## config.mk

```make
export PLATFORM = sky130hd
export DESIGN_NAME = adc733_frame_scheduler
export DESIGN_NICKNAME = d
export VERILOG_FILES = /design/src/rtl/adc733_frame_scheduler.sv
export SDC_FILE = /design/constraint.sdc
export NUM_CORES = 1
export LEC_CHECK = 0
export ABC_AREA = 1
export CAP_MARGIN = 5
export CELL_PAD_IN_SITES_DETAIL_PLACEMENT = 1
export CELL_PAD_IN_SITES_GLOBAL_PLACEMENT = 1
export CORE_UTILIZATION = 40
export CTS_BUF_LIST = sky130_fd_sc_hd__clkbuf_8
export DETAILED_ROUTE_END_ITERATION = 6
export GPL_ROUTABILITY_DRIVEN = 0
export PLACE_DENSITY_LB_ADDON = 0.1
export SETUP_SLACK_MARGIN = 0.02
export SYNTH_ARGS = -nofsm -noshare
export SYNTH_HDL_FRONTEND = slang
export SYNTH_SLANG_ARGS = --single-unit
```

## constraint.sdc

```tcl
create_clock -name clk -period 11.62 [get_ports clk]
set_input_delay 2.905 -clock clk [delete_from_list [all_inputs] [get_ports clk]]
set_output_delay 2.905 -clock clk [all_outputs]
set_load 0.02 [all_outputs]
```

## src/rtl/adc733_frame_scheduler.sv

```systemverilog
// -----------------------------------------------------------------------------
// adc733_frame_scheduler
//
// Purpose:
//   Drives the adc733 wrapper in capture mode. A free-running period counter
//   produces a tick every PERIOD cycles; each tick seen while waiting issues a
//   one-cycle SYNC that starts a conversion. The per-channel samples returned
//   on RD_EN/DATA_O/CHANNEL are collected into a frame buffer. A complete
//   frame is offered downstream over a valid/ready handshake. Collection is
//   abandoned if the frame does not complete within TIMEOUT cycles.
//
// Ports:
//   clk, rst        clock, asynchronous active-high reset
//   enable          1 = run scheduling, 0 = hold in IDLE
//   op_mode_i       wrapper OP_MODE (1 = data mode); run = enable & op_mode_i
//   rd_en_i         one-cycle sample strobe from the wrapper
//   data_i          sample value, qualified by rd_en_i
//   channel_i       sample channel index, qualified by rd_en_i
//   sync_o          one-cycle conversion start to the wrapper
//   frame_valid_o   frame_data_o holds a complete frame
//   frame_ready_i   consumer accepts the frame when high with frame_valid_o
//   frame_data_o    channel k at bits [k*DW +: DW]
//   timeout_o       one-cycle pulse: frame abandoned on timeout
//   chan_err_o      one-cycle pulse: unexpected/duplicate/out-of-range sample
//   overrun_cnt_o   ticks that could not start a conversion, saturating
// -----------------------------------------------------------------------------
module adc733_frame_scheduler #(
   parameter int NUM_CH  = 6,
   parameter int DW      = 16,
   parameter int PERIOD  = 16384,
   parameter int TIMEOUT = 4096
) (
   input  logic                 clk,
   input  logic                 rst,
   input  logic                 enable,
   input  logic                 op_mode_i,
   input  logic                 rd_en_i,
   input  logic [DW-1:0]        data_i,
   input  logic [2:0]           channel_i,
   output logic                 sync_o,
   output logic                 frame_valid_o,
   input  logic                 frame_ready_i,
   output logic [NUM_CH*DW-1:0] frame_data_o,
   output logic                 timeout_o,
   output logic                 chan_err_o,
   output logic [7:0]           overrun_cnt_o
);

   localparam int PW = $clog2(PERIOD);
   // +1 keeps the width at least one bit when TIMEOUT is 1.
   localparam int TW = $clog2(TIMEOUT + 1);

   localparam logic [1:0] S_IDLE    = 2'd0;
   localparam logic [1:0] S_WAIT    = 2'd1;
   localparam logic [1:0] S_COLLECT = 2'd2;
   localparam logic [1:0] S_HOLD    = 2'd3;

   logic [1:0]                  state_q, state_d;
   logic [PW-1:0]               per_cnt_q, per_cnt_d;
   logic [TW-1:0]               tmo_cnt_q, tmo_cnt_d;
   logic [NUM_CH-1:0]           mask_q, mask_d;
   logic                        sync_q, sync_d;
   logic                        tmo_q, tmo_d;
   logic                        err_q, err_d;
   logic [7:0]                  ovr_q, ovr_d;
   logic [NUM_CH-1:0][DW-1:0]   slot_q, slot_d;

   logic              run;
   logic              tick;
   logic [NUM_CH-1:0] hit;
   logic              in_range;
   logic              dup;
   logic              accept;
   logic [NUM_CH-1:0] wr_en;

   assign run  = enable & op_mode_i;
   assign tick = run && (per_cnt_q == PW'(PERIOD - 1));

   // One-hot decode of the incoming channel; indices >= NUM_CH decode to zero.
   for (genvar gi = 0; gi < NUM_CH; gi++) begin : g_hit
      assign hit[gi] = (channel_i == 3'(gi));
   end

   assign in_range = |hit;
   assign dup      = |(hit & mask_q);
   assign accept   = run && rd_en_i && (state_q == S_COLLECT) && in_range && !dup;
   assign wr_en    = accept ? hit : '0;

   always_comb begin
      per_cnt_d = '0;
      if (run) begin
         per_cnt_d = tick ? '0 : per_cnt_q + PW'(1);
      end
   end

   always_comb begin
      slot_d = slot_q;
      for (int k = 0; k < NUM_CH; k++) begin
         if (wr_en[k]) begin
            slot_d[k] = data_i;
         end
      end
   end

   always_comb begin
      state_d   = state_q;
      mask_d    = mask_q;
      tmo_cnt_d = tmo_cnt_q;
      sync_d    = 1'b0;
      tmo_d     = 1'b0;
      err_d     = 1'b0;
      ovr_d     = ovr_q;
      if (!run) begin
         state_d   = S_IDLE;
         mask_d    = '0;
         tmo_cnt_d = '0;
      end else begin
         // Any tick that does not land in WAIT is a missed conversion slot,
         // including one coinciding with the consumer accepting a frame.
         if (tick && (state_q != S_WAIT) && (ovr_q != 8'hFF)) begin
            ovr_d = ovr_q + 8'd1;
         end
         case (state_q)
            S_IDLE: begin
               state_d = S_WAIT;
            end
            S_WAIT: begin
               err_d = rd_en_i;
               if (tick) begin
                  sync_d    = 1'b1;
                  mask_d    = '0;
                  tmo_cnt_d = '0;
                  state_d   = S_COLLECT;
               end
            end
            S_COLLECT: begin
               err_d  = rd_en_i && !accept;
               mask_d = mask_q | wr_en;
               // Completion is checked first so a last sample arriving on the
               // expiry cycle still yields a frame.
               if (&mask_d) begin
                  state_d = S_HOLD;
               end else if (tmo_cnt_q == TW'(TIMEOUT - 1)) begin
                  tmo_d   = 1'b1;
                  state_d = S_WAIT;
               end else begin
                  tmo_cnt_d = tmo_cnt_q + TW'(1);
               end
            end
            default: begin
               err_d = rd_en_i;
               if (frame_ready_i) begin
                  state_d = S_WAIT;
               end
            end
         endcase
      end
   end

   always_ff @(posedge clk or posedge rst) begin
      if (rst) begin
         state_q   <= S_IDLE;
         per_cnt_q <= '0;
         tmo_cnt_q <= '0;
         mask_q    <= '0;
         sync_q    <= 1'b0;
         tmo_q     <= 1'b0;
         err_q     <= 1'b0;
         ovr_q     <= 8'd0;
         slot_q    <= '0;
      end else begin
         state_q   <= state_d;
         per_cnt_q <= per_cnt_d;
         tmo_cnt_q <= tmo_cnt_d;
         mask_q    <= mask_d;
         sync_q    <= sync_d;
         tmo_q     <= tmo_d;
         err_q     <= err_d;
         ovr_q     <= ovr_d;
         slot_q    <= slot_d;
      end
   end

   assign sync_o        = sync_q;
   assign timeout_o     = tmo_q;
   assign chan_err_o    = err_q;
   assign overrun_cnt_o = ovr_q;
   assign frame_valid_o = (state_q == S_HOLD);
   assign frame_data_o  = slot_q;

endmodule
```

**Yosys cells after proc, flatten, opt, wreduce, memory -nomap -nowiden**

Cells that the tools add are included.

- Bits in registers: 142
- Word-level logic and storage cells: 83
- Input port bits: 25

- Reductions and logical operators: 19
- Eq/ne operators: 18
- Bitwise gates (word level): 3
- Multiplexer cells: 26
- Add/subtract/negate cells: 3

Operators with widths:

| kind | count |
|---|---|
| 13-bit two-way mux | 4 |
| 14-bit two-way mux | 2 |
| 13-bit case mux with 2 select lines | 1 |
| 6-bit two-way mux | 3 |
| 14-bit by 1-bit adder with 14-bit output, second input constant | 1 |
| 14-bit equality test, second input constant | 1 |
| 13-bit by 1-bit adder with 13-bit output, second input constant | 1 |
| 13-bit by 12-bit equality test with 1-bit output, second input constant | 1 |
| 6-bit case mux with 2 select lines | 1 |
| 6-bit OR reduction | 2 |
| 2-bit two-way mux | 5 |
| 3-bit inequality test, second input constant | 3 |
| 8-bit by 1-bit adder with 8-bit output, second input constant | 1 |
| 1-bit logical AND | 8 |
| 1-bit two-way mux | 8 |
| 8-bit inequality test, second input constant | 1 |
| 6-bit bitwise AND | 1 |
| 3-bit by 2-bit equality test with 1-bit output, second input constant | 2 |
| 3-bit equality test, second input constant | 2 |
| 6-bit bitwise OR | 1 |
| 2-bit case mux with 3 select lines | 1 |
| 6-bit AND reduction | 1 |
| 5-bit by 2-bit inequality test with 1-bit output, second input constant | 1 |
| 2-bit equality test, second input constant | 2 |
| other kinds (13) | 15 |

**Logic depth before layout (Yosys ltp)**

Gate-level depths: netlist of the first run.

- Word-level depth: 11
- Gate-level depth with buffers: 16
- Depth with buffers taken out: 16

**Least setup slack after synthesis of the first run**

OpenSTA, ideal clock, no wires.

- Path kind: in2reg
- From: in channel_i[1]
- To: reg tmo_cnt_q[2]
- Arrival time: 4.345 ns
- Cell stages on the path: 15
- Setup slack: 7.199 ns
- Cells stage by stage: buf_2 -> nand2_1 -> nand2_1 -> nor2_1 -> nand2_1 -> nor2_4 -> nand3_1 -> nand2_1 -> nand2_1 -> nor2_2 -> nand3_1 -> nand3_2 -> buf_6 -> nand2_1 -> o21ai_1

- Word-level cells in the longest chain between the ends: 10

RTL lines:

| element | RTL line | RTL |
|---|---|---|
| start: declaration | 39 | `input logic [2:0] channel_i,` |
| 3-bit by 1-bit equality test with 1-bit output, or another cell as far along | 81 | `assign hit[gi] = (channel_i == 3'(gi));` |
| 6-bit bitwise AND | 85 | `assign dup = \|(hit & mask_q);` |
| 6-bit OR reduction | 85 |  |
| 1-bit zero test | 86 | `assign accept = run && rd_en_i && (state_q == S_COLLECT) && in_range && !dup;` |
| 1-bit logical AND | 86 |  |
| 6-bit two-way mux * | 87 | `assign wr_en = accept ? hit : '0;` |
| 6-bit bitwise OR * | 138 | `mask_d = mask_q \| wr_en;` |
| 6-bit AND reduction * | 141 | `if (&mask_d) begin` |
| 3-bit inequality test (no line) * | n/a |  |
| 4-bit AND reduction (no line) * | n/a |  |
| end signal: assignment | 174 | `tmo_cnt_q <= tmo_cnt_d;` |
| end: declaration | 60 | `logic [TW-1:0] tmo_cnt_q, tmo_cnt_d;` |

Mark *: on every way between the ends. The rest lies on a longest branch, timed or not.
A chain may end at the register's enable or synchronous reset.

**Worst setup path in the final report of the first run**

- From: in channel_i[2]
- To: reg tmo_cnt_q[11]

The elaborated chain is that of the path after synthesis.

==> results.txt, run 1 <==
The run finished with clean final reports. The post-placement cell count is slightly above 900. The number of top-level design ports is between 100 and 150. The via count of the first global-routing pass was between 5000 and 6000.

The post-CTS setup buffer count is 0. The mean routed wirelength per cell came out at between 15 and 20 um. The first global-routing pass estimated between 20 and 30 mm of wire.

The power density of the placed cells came out at approximately 120 mW/mm2. Summed over all layers, the global routing overflow is 0. The clock-pin slew reported for the worst setup and hold paths after clock tree synthesis is ~0.07 ns. The TritonCTS clock tree is yes. Setup repair after global routing left no endpoint under its margin.

The signal on the critical path passes through clkdlybuf4s50_1 > inv_2 > nand3_1 > nor2_1 > nor2_4 > nand3_1 > nand2_1 > nand2_1 > nor2_2 > nand3_1 > nand3_2 > nand2_1 > o21ai_1. The post-route non-filler standard cell count came out at a little under 1000. The required time of the critical path is roughly 12 ns.

The worst hold path belongs to the class flop to flop. The worst slack on hold paths is about 0.48 ns. The post-DP HPWL came out at ~12 mm. Of the total power, combinational logic draws 4.6%.

Once the floorplan was initialized, standard cells occupied between 40 and 50% of the core. The total negative slack for setup checks came out at 0 ns. The hold violation total from the final report came out at 0. The biggest area contributor in the post-synthesis netlist is sky130_fd_sc_hd__dfrtp_1. The share of Yosys cell area claimed by the top area cell type is between 60 and 70%. The H-tree depth reported by CTS came out at 4.

Of all nets on the critical path, the largest fanout is 33. The total power of the final layout came out at 0.000924 W. The net count after synthesis came out at just under 700.

The number of antenna violations at the first check in global routing came to 0. The floorplan step defined a core boundary enclosing approximately 0.014 mm2. Dividing the final minimum period by the clock period gives 49.1%.

The number of failing setup endpoints in the final timing report came out at 0. The kind of launch point of the worst setup path is an input pin. The count of clock tree sinks came out at ~140. The number of clock buffers added by TritonCTS is 17. Prior to clock tree synthesis, the placed netlist has a worst setup slack of 5.44 ns.

The net switching power of the design came out at 0.000222 W. The flop and latch count out of synthesis came out at around 140. The design internal power is around 0.00070 W. Counting along the longest clock path gives a buffer depth of 2. The type of the worst setup path is input pin to flop. The fraction of power consumed by sequential logic came out at 53.9%. The remaining design rule violation count came out at 0. The post-layout minimum cycle time is about 5.7 ns. The post-synthesis instance area is just under 0.006 mm2. Buffers inserted to repair hold after CTS numbered 0. The data arrival time at the worst-slack endpoint is slightly above 6 ns. The via count is between 4000 and 5000.

The largest single stage delay on the critical path is 0.75 ns. Static timing analysis puts the maximum clock frequency at around 180 MHz. The number of rows created at floorplan is 44.

For this run, the post-layout net count is between 800 and 900. The worst max-slew margin expressed relative to the limit is around a quarter. The element type at the critical path end is a flop. Measured along the x axis, the die boundary spans ~120 um. The maximum resistive drop on vdd is ~0.076 mV. The number of enable flip-flop cells after synthesis came out at 0. The measured slew at the worst slew-check pin is around 1.1 ns. The critical-path cell with the highest stage delay is sky130_fd_sc_hd__nand3_1. The power share of the clock group came out at approximately two fifths. The synthesized netlist cell count is ~640. In this run, post-CTS repair resized a total of 0 instances. From synthesis to final layout, the design area changed by 30.9%. The fraction of registers with async set/reset is between 90% and 100%.

The count of filler cells inserted in the layout came out at 1700. The overall fraction of global-route tracks in use is approximately a quarter. The number of max-cap violations came out at 0. The post-synthesis area per instance came out at about 9 um2. The vias per cell came out at approximately 5.0. The number of different library cells in the post-synthesis netlist came out at 31. By area the synthesized netlist is led by sky130_fd_sc_hd__dfrtp_1 (60%), sky130_fd_sc_hd__nand2_1 (10%), sky130_fd_sc_hd__o21ai_0 (9.1%), sky130_fd_sc_hd__inv_1 (3.1%), sky130_fd_sc_hd__nand3_1 (2.5%). The clock tree root buffer cell is sky130_fd_sc_hd__clkbuf_8. The detailed-routing iteration count for the pre-antenna-repair pass came out at 5. The Yosys step of the flow raised 0 warnings. The sequential share of the synthesized area is between 60% and 70%. Entering global routing, the biggest net connects 86 pins. The number of pins exceeding their max-slew limit in the final report came to 0. 0 antenna diodes ended up in the layout.

The area of the die is 0.0153 mm2. The y dimension of the die is 124 um. The switching part of the total is 24.1%. The clock reaches the later pin of the worst-skew pair after between 0.4 and 0.5 ns. The count of antenna-violating nets left after detailed routing came out at 0.

The iteration-0 DRC count of the detailed router is 212. For this run, the leading register cell type out of synthesis is sky130_fd_sc_hd__dfrtp_1. Input and output buffers added on the ports amount to roughly 130. Of the cells placed in the final design, the portion with a size suffix greater than 1 is between 5 and 6%. The detailed-route wire length came out at around 17 mm.

The worst path meets setup with just under 6 ns of slack. The standby leakage power is around 3.4 nW. The post-route clock skew is just under 0.009 ns.
[power groups by stage]
stage                     clock [W]  combinational (W)  sequential [W]
final                      0.000383          0.0000428        0.000498
after CTS                  0.000392          0.0000444        0.000498
after global placement            0          0.0000427        0.000507
after detailed placement          0          0.0000442        0.000507
after global routing       0.000412          0.0000481        0.000498
after floorplan                   0          0.0000209        0.000509
[worst max-delay path: cells and delay by family]
family                 cells  cell delay [ns]
AND/OR/NAND/NOR           10             2.31
AO/OA/AOI/OAI              1             0.10
buffers and inverters      2             0.73
[cell usage after synthesis (7+ instances only)]
cell and count:
sky130_fd_sc_hd__inv_1 49, sky130_fd_sc_hd__clkbuf_1 20, sky130_fd_sc_hd__nand3_1 30, sky130_fd_sc_hd__o21ai_1 12, sky130_fd_sc_hd__nor3_1 9, sky130_fd_sc_hd__xor2_1 8, sky130_fd_sc_hd__nand4_1 10, sky130_fd_sc_hd__dfrtp_1 142
sky130_fd_sc_hd__ha_1 7, sky130_fd_sc_hd__nor2_1 34, sky130_fd_sc_hd__o21ai_0 107, sky130_fd_sc_hd__nand2_1 164
[path summary, 6_finish.rpt]
check | startpoint | to | slack, ns | cells past startpoint
worst max-delay path | channel_i[2] | tmo_cnt_q[11] | 5.91 | 13
worst min-delay path | per_cnt_q[0] | per_cnt_q[0] | 0.48 | 1
worst max register to register | state_q[0] | tmo_cnt_q[11] | 8.08 | 14
worst min register to register | per_cnt_q[0] | per_cnt_q[0] | 0.48 | 1
max in group asynchronous | rst | frame_data_o[82] | 7.26 | 3
min in group asynchronous | rst | frame_data_o[46] | 2.89 | 2
[cell families (layout without fill, tap and decap cells)]
kind of cell	count (synthesis)	after routing	synth area share, %
DFF	142	142	60.2
and+or+nand+nor	265	265	19.3
xor gates and xnor gates	14	14	2.08
muxes	1	1	0.191
buffers and inverters	80	219	5.38
adders and majority gates	7	7	1.48
AOI/OAI and AO/OA	132	132	11.4
[placed cells by master (no fill, tap or decap), types with 2 or more instances in the layout]
cell	Yosys	routed
sky130_fd_sc_hd__nor2_4	2	2
sky130_fd_sc_hd__nand3_2	2	2
sky130_fd_sc_hd__inv_6	0	2
sky130_fd_sc_hd__xnor2_1	6	6
sky130_fd_sc_hd__nor2_1	34	34
sky130_fd_sc_hd__a31oi_1	2	2
sky130_fd_sc_hd__o21ai_1	12	12
sky130_fd_sc_hd__nand3b_1	2	2
sky130_fd_sc_hd__nand3_1	30	30
sky130_fd_sc_hd__nand2_1	164	164
sky130_fd_sc_hd__bufinv_16	0	2
sky130_fd_sc_hd__clkinvlp_4	0	2
sky130_fd_sc_hd__nor2_2	2	2
sky130_fd_sc_hd__a21o_1	4	4
sky130_fd_sc_hd__clkdlybuf4s50_1	0	132
sky130_fd_sc_hd__clkinv_2	0	3
sky130_fd_sc_hd__xor2_1	8	8
sky130_fd_sc_hd__a21oi_1	6	6
sky130_fd_sc_hd__or2_2	3	3
sky130_fd_sc_hd__clkinv_4	0	2
sky130_fd_sc_hd__o21ai_0	107	107
sky130_fd_sc_hd__inv_1	49	50
sky130_fd_sc_hd__nor3_1	9	9
sky130_fd_sc_hd__nor3b_1	4	4
sky130_fd_sc_hd__clkbuf_8	0	18
sky130_fd_sc_hd__nand4_1	10	10
sky130_fd_sc_hd__dfrtp_1	142	142
sky130_fd_sc_hd__inv_2	6	6
sky130_fd_sc_hd__ha_1	7	7
[final cells by class]
| type | count | area [um2] | share of cell area [%] |
|---|---|---|---|
| multi-input cells | 419 | 2040 | 26.3 |
| inverters | 56 | 215 | 2.78 |
| clock buffers | 18 | 248 | 3.20 |
| clock inverters | 12 | 124 | 1.60 |
| repair buffers | 133 | 1330 | 17.2 |
| flip-flops and latches | 142 | 3550 | 45.9 |
| well taps | 184 | 230 | 2.98 |
[state kept, by name, indices dropped and copies added (netlist names)]
name and count:
overrun_cnt_o 8, mask_q 6, frame_data_o 96, state_q 2, per_cnt_q 14, tmo_cnt_q 13, chan_err_o 1, sync_o 1
timeout_o 1
[per-stage QoR]
step           util (%)  cell area, um2
5_1_grt            53.4            7730
3_3_place_gp       50.9            7360
2_1_floorplan         -            5910
4_1_cts            53.4            7730
3_5_place_dp       50.9            7360
6_report           53.4            7730
[layer usage]
layer | vias up | track usage (%) | part of all wire (%)
met3 | 20 | 8.63 | 6.0
met5 | - | 0 | 0
met1 | 2368 | 26.3 | 41
li1 | 2333 | - | -
met4 | 0 | 6.93 | 1.1
met2 | 95 | 41.7 | 52
Power figures use the tool's default switching activity.
==> inputs of run 2 (changes only) <==
--- a/config.mk
+++ b/config.mk
@@ -9,7 +9,7 @@
 export CAP_MARGIN = 5
 export CELL_PAD_IN_SITES_DETAIL_PLACEMENT = 1
 export CELL_PAD_IN_SITES_GLOBAL_PLACEMENT = 1
-export CORE_UTILIZATION = 40
+export CORE_UTILIZATION = 35
 export CTS_BUF_LIST = sky130_fd_sc_hd__clkbuf_8
 export DETAILED_ROUTE_END_ITERATION = 6
 export GPL_ROUTABILITY_DRIVEN = 0
==> constraint.sdc (replaced) <==
create_clock -name clk -period 4.7 [get_ports clk]
set_input_delay 1.175 -clock clk [delete_from_list [all_inputs] [get_ports clk]]
set_output_delay 1.175 -clock clk [all_outputs]
set_load 0.02 [all_outputs]
==> run 2 against run 1 <==
Cell area rose by 2.1%. Global-route usage fell by 3.0 points. Worst hold slack got worse by 0.010 ns. Sequential share of layout area fell by 0.96 points. Power rose to 2.6 times the previous value. Clock skew rose by 0.0043 ns. Setup slack got worse by 4.6 ns. Register-to-register slack got worse by 6.3 ns.
==> results.txt, run 2 (synthesized netlist as in run 1, its figures left out) <==
Following the worst setup path forward leads to its endpoint at tmo_cnt_q[10]. The vias per cell is 4.82 (-3.5%). The post-CTS setup buffer count is 0 (unchanged). The effective utilization at floorplan was 35.7% (-5.1 points). The critical path goes through clkdlybuf4s50_1 > inv_2 > nand3_1 > nor2_1 > nor2_4 > nand3_1 > buf_4 > nand2_1 > nand2_1 > nor2_2 > nand3_1 > nand3_2 > nand2_1 > o21ai_1. The number of CTS-inserted buffers came out at 17 (unchanged).

The number of failing setup endpoints in the final timing report was 0 (unchanged). The critical path in this run is classified as input pin to flop. The required time of the critical path is 5.00 ns (-6.98 ns). The library cell used most frequently in the layout, excluding fill and tap cells, is sky130_fd_sc_hd__nand2_1. The largest net degree at the start of global routing is 76 (-12%). The maximum resistive drop on vdd came out at 0.153 mV (+100%). The remaining design rule violation count is 0 (unchanged). The standby leakage power came out at 3.48 nW (+1.3%). The stage delay of the slowest cell on the critical path came to 0.56 ns (-0.19 ns). The H-tree depth reported by CTS came to 4 (unchanged). The fmax is 292 MHz. The number of rows created at floorplan is 47 (+6.8%). In the layout the commonest cells are sky130_fd_sc_hd__nand2_1 (164), sky130_fd_sc_hd__dfrtp_1 (142), sky130_fd_sc_hd__clkdlybuf4s50_1 (132), sky130_fd_sc_hd__o21ai_0 (107), sky130_fd_sc_hd__inv_1 (48). The clock-pin slew reported for the worst setup and hold paths after clock tree synthesis is 0.08 ns (about the same).

Of the available clock period, the critical path in the final layout requires 72.8%. The count of buffering cells on the critical path with inverters included is 3 (+1). The minimum setup slack after placement is 0.838 ns (-4.61 ns). The hold violation total from the final report came out at 0 (unchanged). The clock network latency to the later pin of the worst-skew pair came out at 0.44 ns (about the same). The worst setup path is captured at a flop. The y dimension of the die came out at 132 um (+6.8%). The number of flip-flops under the largest register name was 96 (unchanged). The remaining global-route overflow is 0 (unchanged). The area of the die is 0.0174 mm2 (+14%). The sum of routed wire segments on met1 is 7.30 mm (+6.6%). The final net count came out at 808 (+0.87%). Compared with the post-synthesis result, the final layout area differs by 33.7%. STA classifies the critical path startpoint as an input pin. The overall fraction of global-route tracks in use came out at 20.5% (-3.0 points). The top cell family by delay on the critical path is simple AND/OR/NAND/NOR gates. The sum of met2 wire segment lengths after detailed routing is 8.79 mm (+2.6%). The mean routed wirelength per cell came out at 16.9 um (-1.8%). The reg-to-reg setup timing slack is 1.79 ns (-6.29 ns).

Routed signal wires occupy layers up through met4. The via count is 4860 (+0.91%). The number of pins exceeding their max-slew limit in the final report came out at 0 (unchanged). The number of I/O port buffers is 132 (unchanged).

The number of gates resized after CTS is 0 (unchanged). The share of cells above drive strength 1 is 7.11% (+1.2 points). The detailed-route wire length is 17.0 mm (+2.7%). The total negative slack for setup checks is 0 ns (unchanged). The post-DP HPWL is 12.5 mm (+4.7%). The class of the worst hold path is flop to flop.

The count of antenna-violating nets left after detailed routing was 0 (unchanged). The first-pass GRT wire length is 27.5 mm (+3.1%). TritonCTS built the clock tree. The die width came out at 132 um (+6.8%). The minimum setup slack in the final design came to 1.28 ns (-4.63 ns). The count of clock tree sinks came out at 142 (unchanged). The run finished with clean final reports. The number of top-level design ports is 133 (unchanged).

The reg-to-reg endpoint is tmo_cnt_q[10]. The power density of the placed cells came out at 304 mW/mm2 (+150%). The met3 routed wirelength is 770 um (-23%).

The number of max-cap violations was 0 (unchanged). The measured slew at the worst slew-check pin is 0.978 ns (-0.146 ns). The count of cells along the worst register-to-register path is 15 (+1). The buffer depth of the longest clock path came out at 2 (unchanged). The maximum fanout along the worst path is 33 (unchanged). In this run the worst setup path begins at channel_i[1]. The number of antenna violations at the first check in global routing is 0 (unchanged). The iteration-0 DRC count of the detailed router is 274 (+29%). The diode insertion count for antenna repair was 0 (unchanged). The post-route clock skew came out at 0.0131 ns (+0.00435 ns). The data arrival time at the worst-slack endpoint is 3.72 ns (-2.35 ns). The post-layout minimum cycle time came out at 3.42 ns.

The via count of the first global-routing pass is 5015 (-3.9%). The worst max-slew margin expressed relative to the limit was 34.7% (+9.8 points). The post-cts hold buffer count came out at 0 (unchanged). The critical hold path startpoint is per_cnt_q[0]. The area of the core came out at 0.0165 mm2 (+14%). The detailed-routing iteration count for the pre-antenna-repair pass is 4 (-1). Setup repair after global routing left no endpoint under its margin. The startpoint identified for the worst register-to-register timing path is state_q[0]. The slowest stage of the critical path is the sky130_fd_sc_hd__clkdlybuf4s50_1 cell. The cell sitting at the root of the clock tree is a sky130_fd_sc_hd__clkbuf_8.

The total stage count of the critical path came out at 14 (+1).
## run 2: cell count changes in the layout (fill, tap and decap cells not counted), moves of 2 or more
cell / delta
sky130_fd_sc_hd__clkinv_2: -2
sky130_fd_sc_hd__clkbuf_8: +2
sky130_fd_sc_hd__clkinvlp_4: +2
sky130_fd_sc_hd__clkinv_4: -2
sky130_fd_sc_hd__buf_4: +6
sky130_fd_sc_hd__inv_1: -2
sky130_fd_sc_hd__inv_6: +2
## run 2: worst min-delay path by stage
stage                         endpoint  slack, ns  cells past startpoint
after global placement    per_cnt_q[0]       0.45                      1
after global routing      per_cnt_q[0]       0.50                      1
after floorplan           per_cnt_q[0]       0.43                      1
final                     per_cnt_q[0]       0.47                      1
after detailed placement  per_cnt_q[0]       0.47                      1
after CTS                 per_cnt_q[0]       0.48                      1
## run 2: final cells by class
class	instances	area, um2
Tap cell	220	275
Clock buffer	20	275
Inverter	56	214
Sequential cell	142	3550
Timing Repair Buffer	140	1390
Fill cell	1905	8620
Multi-Input combinational cell	419	2040
Clock inverter	11	153
## run 2: through the flow
step	cells	hold WS (ns)	utilization (%)	instance area (um2)	power [W]
4_1_cts	1008	0.476	47.8	7900	0.00243
6_report	1008	0.473	47.8	7900	0.00240
3_5_place_dp	977	0.466	45.2	7470	0.00137
2_1_floorplan	641	0.433	-	5910	0.00131
5_1_grt	1008	0.504	47.8	7900	0.00249
3_3_place_gp	977	0.448	45.2	7470	0.00136
## run 2: routing by layer
layer  GRT usage, %  vias up
met5              0        -
met1           24.7     2396
li1               -     2348
met4           5.49        0
met2           36.0      103
met3           5.57       13
## run 2: report_power, final
| group | internal (W) | switching (W) |
|---|---|---|
| clock | 0.000571 | 0.000489 |
| sequential | 0.00123 | 0.00000412 |
| combinational | 0.0000345 | 0.0000748 |
| total | 0.00183 | 0.000568 |
## run 2: worst register-to-register path, cell delays in order, from the launching register on
cell and delay (ns):
sky130_fd_sc_hd__dfrtp_1 0.42, sky130_fd_sc_hd__inv_1 0.10, sky130_fd_sc_hd__ha_1 0.27, sky130_fd_sc_hd__nand3_2 0.18
sky130_fd_sc_hd__nor2_1 0.16, sky130_fd_sc_hd__nand2_1 0.10, sky130_fd_sc_hd__nor2_4 0.18, sky130_fd_sc_hd__nand3_1 0.09
sky130_fd_sc_hd__buf_4 0.24, sky130_fd_sc_hd__nand2_1 0.11, sky130_fd_sc_hd__nand2_1 0.06, sky130_fd_sc_hd__nor2_2 0.15
sky130_fd_sc_hd__nand3_1 0.10, sky130_fd_sc_hd__nand3_2 0.39, sky130_fd_sc_hd__nand2_1 0.13, sky130_fd_sc_hd__o21ai_1 0.14
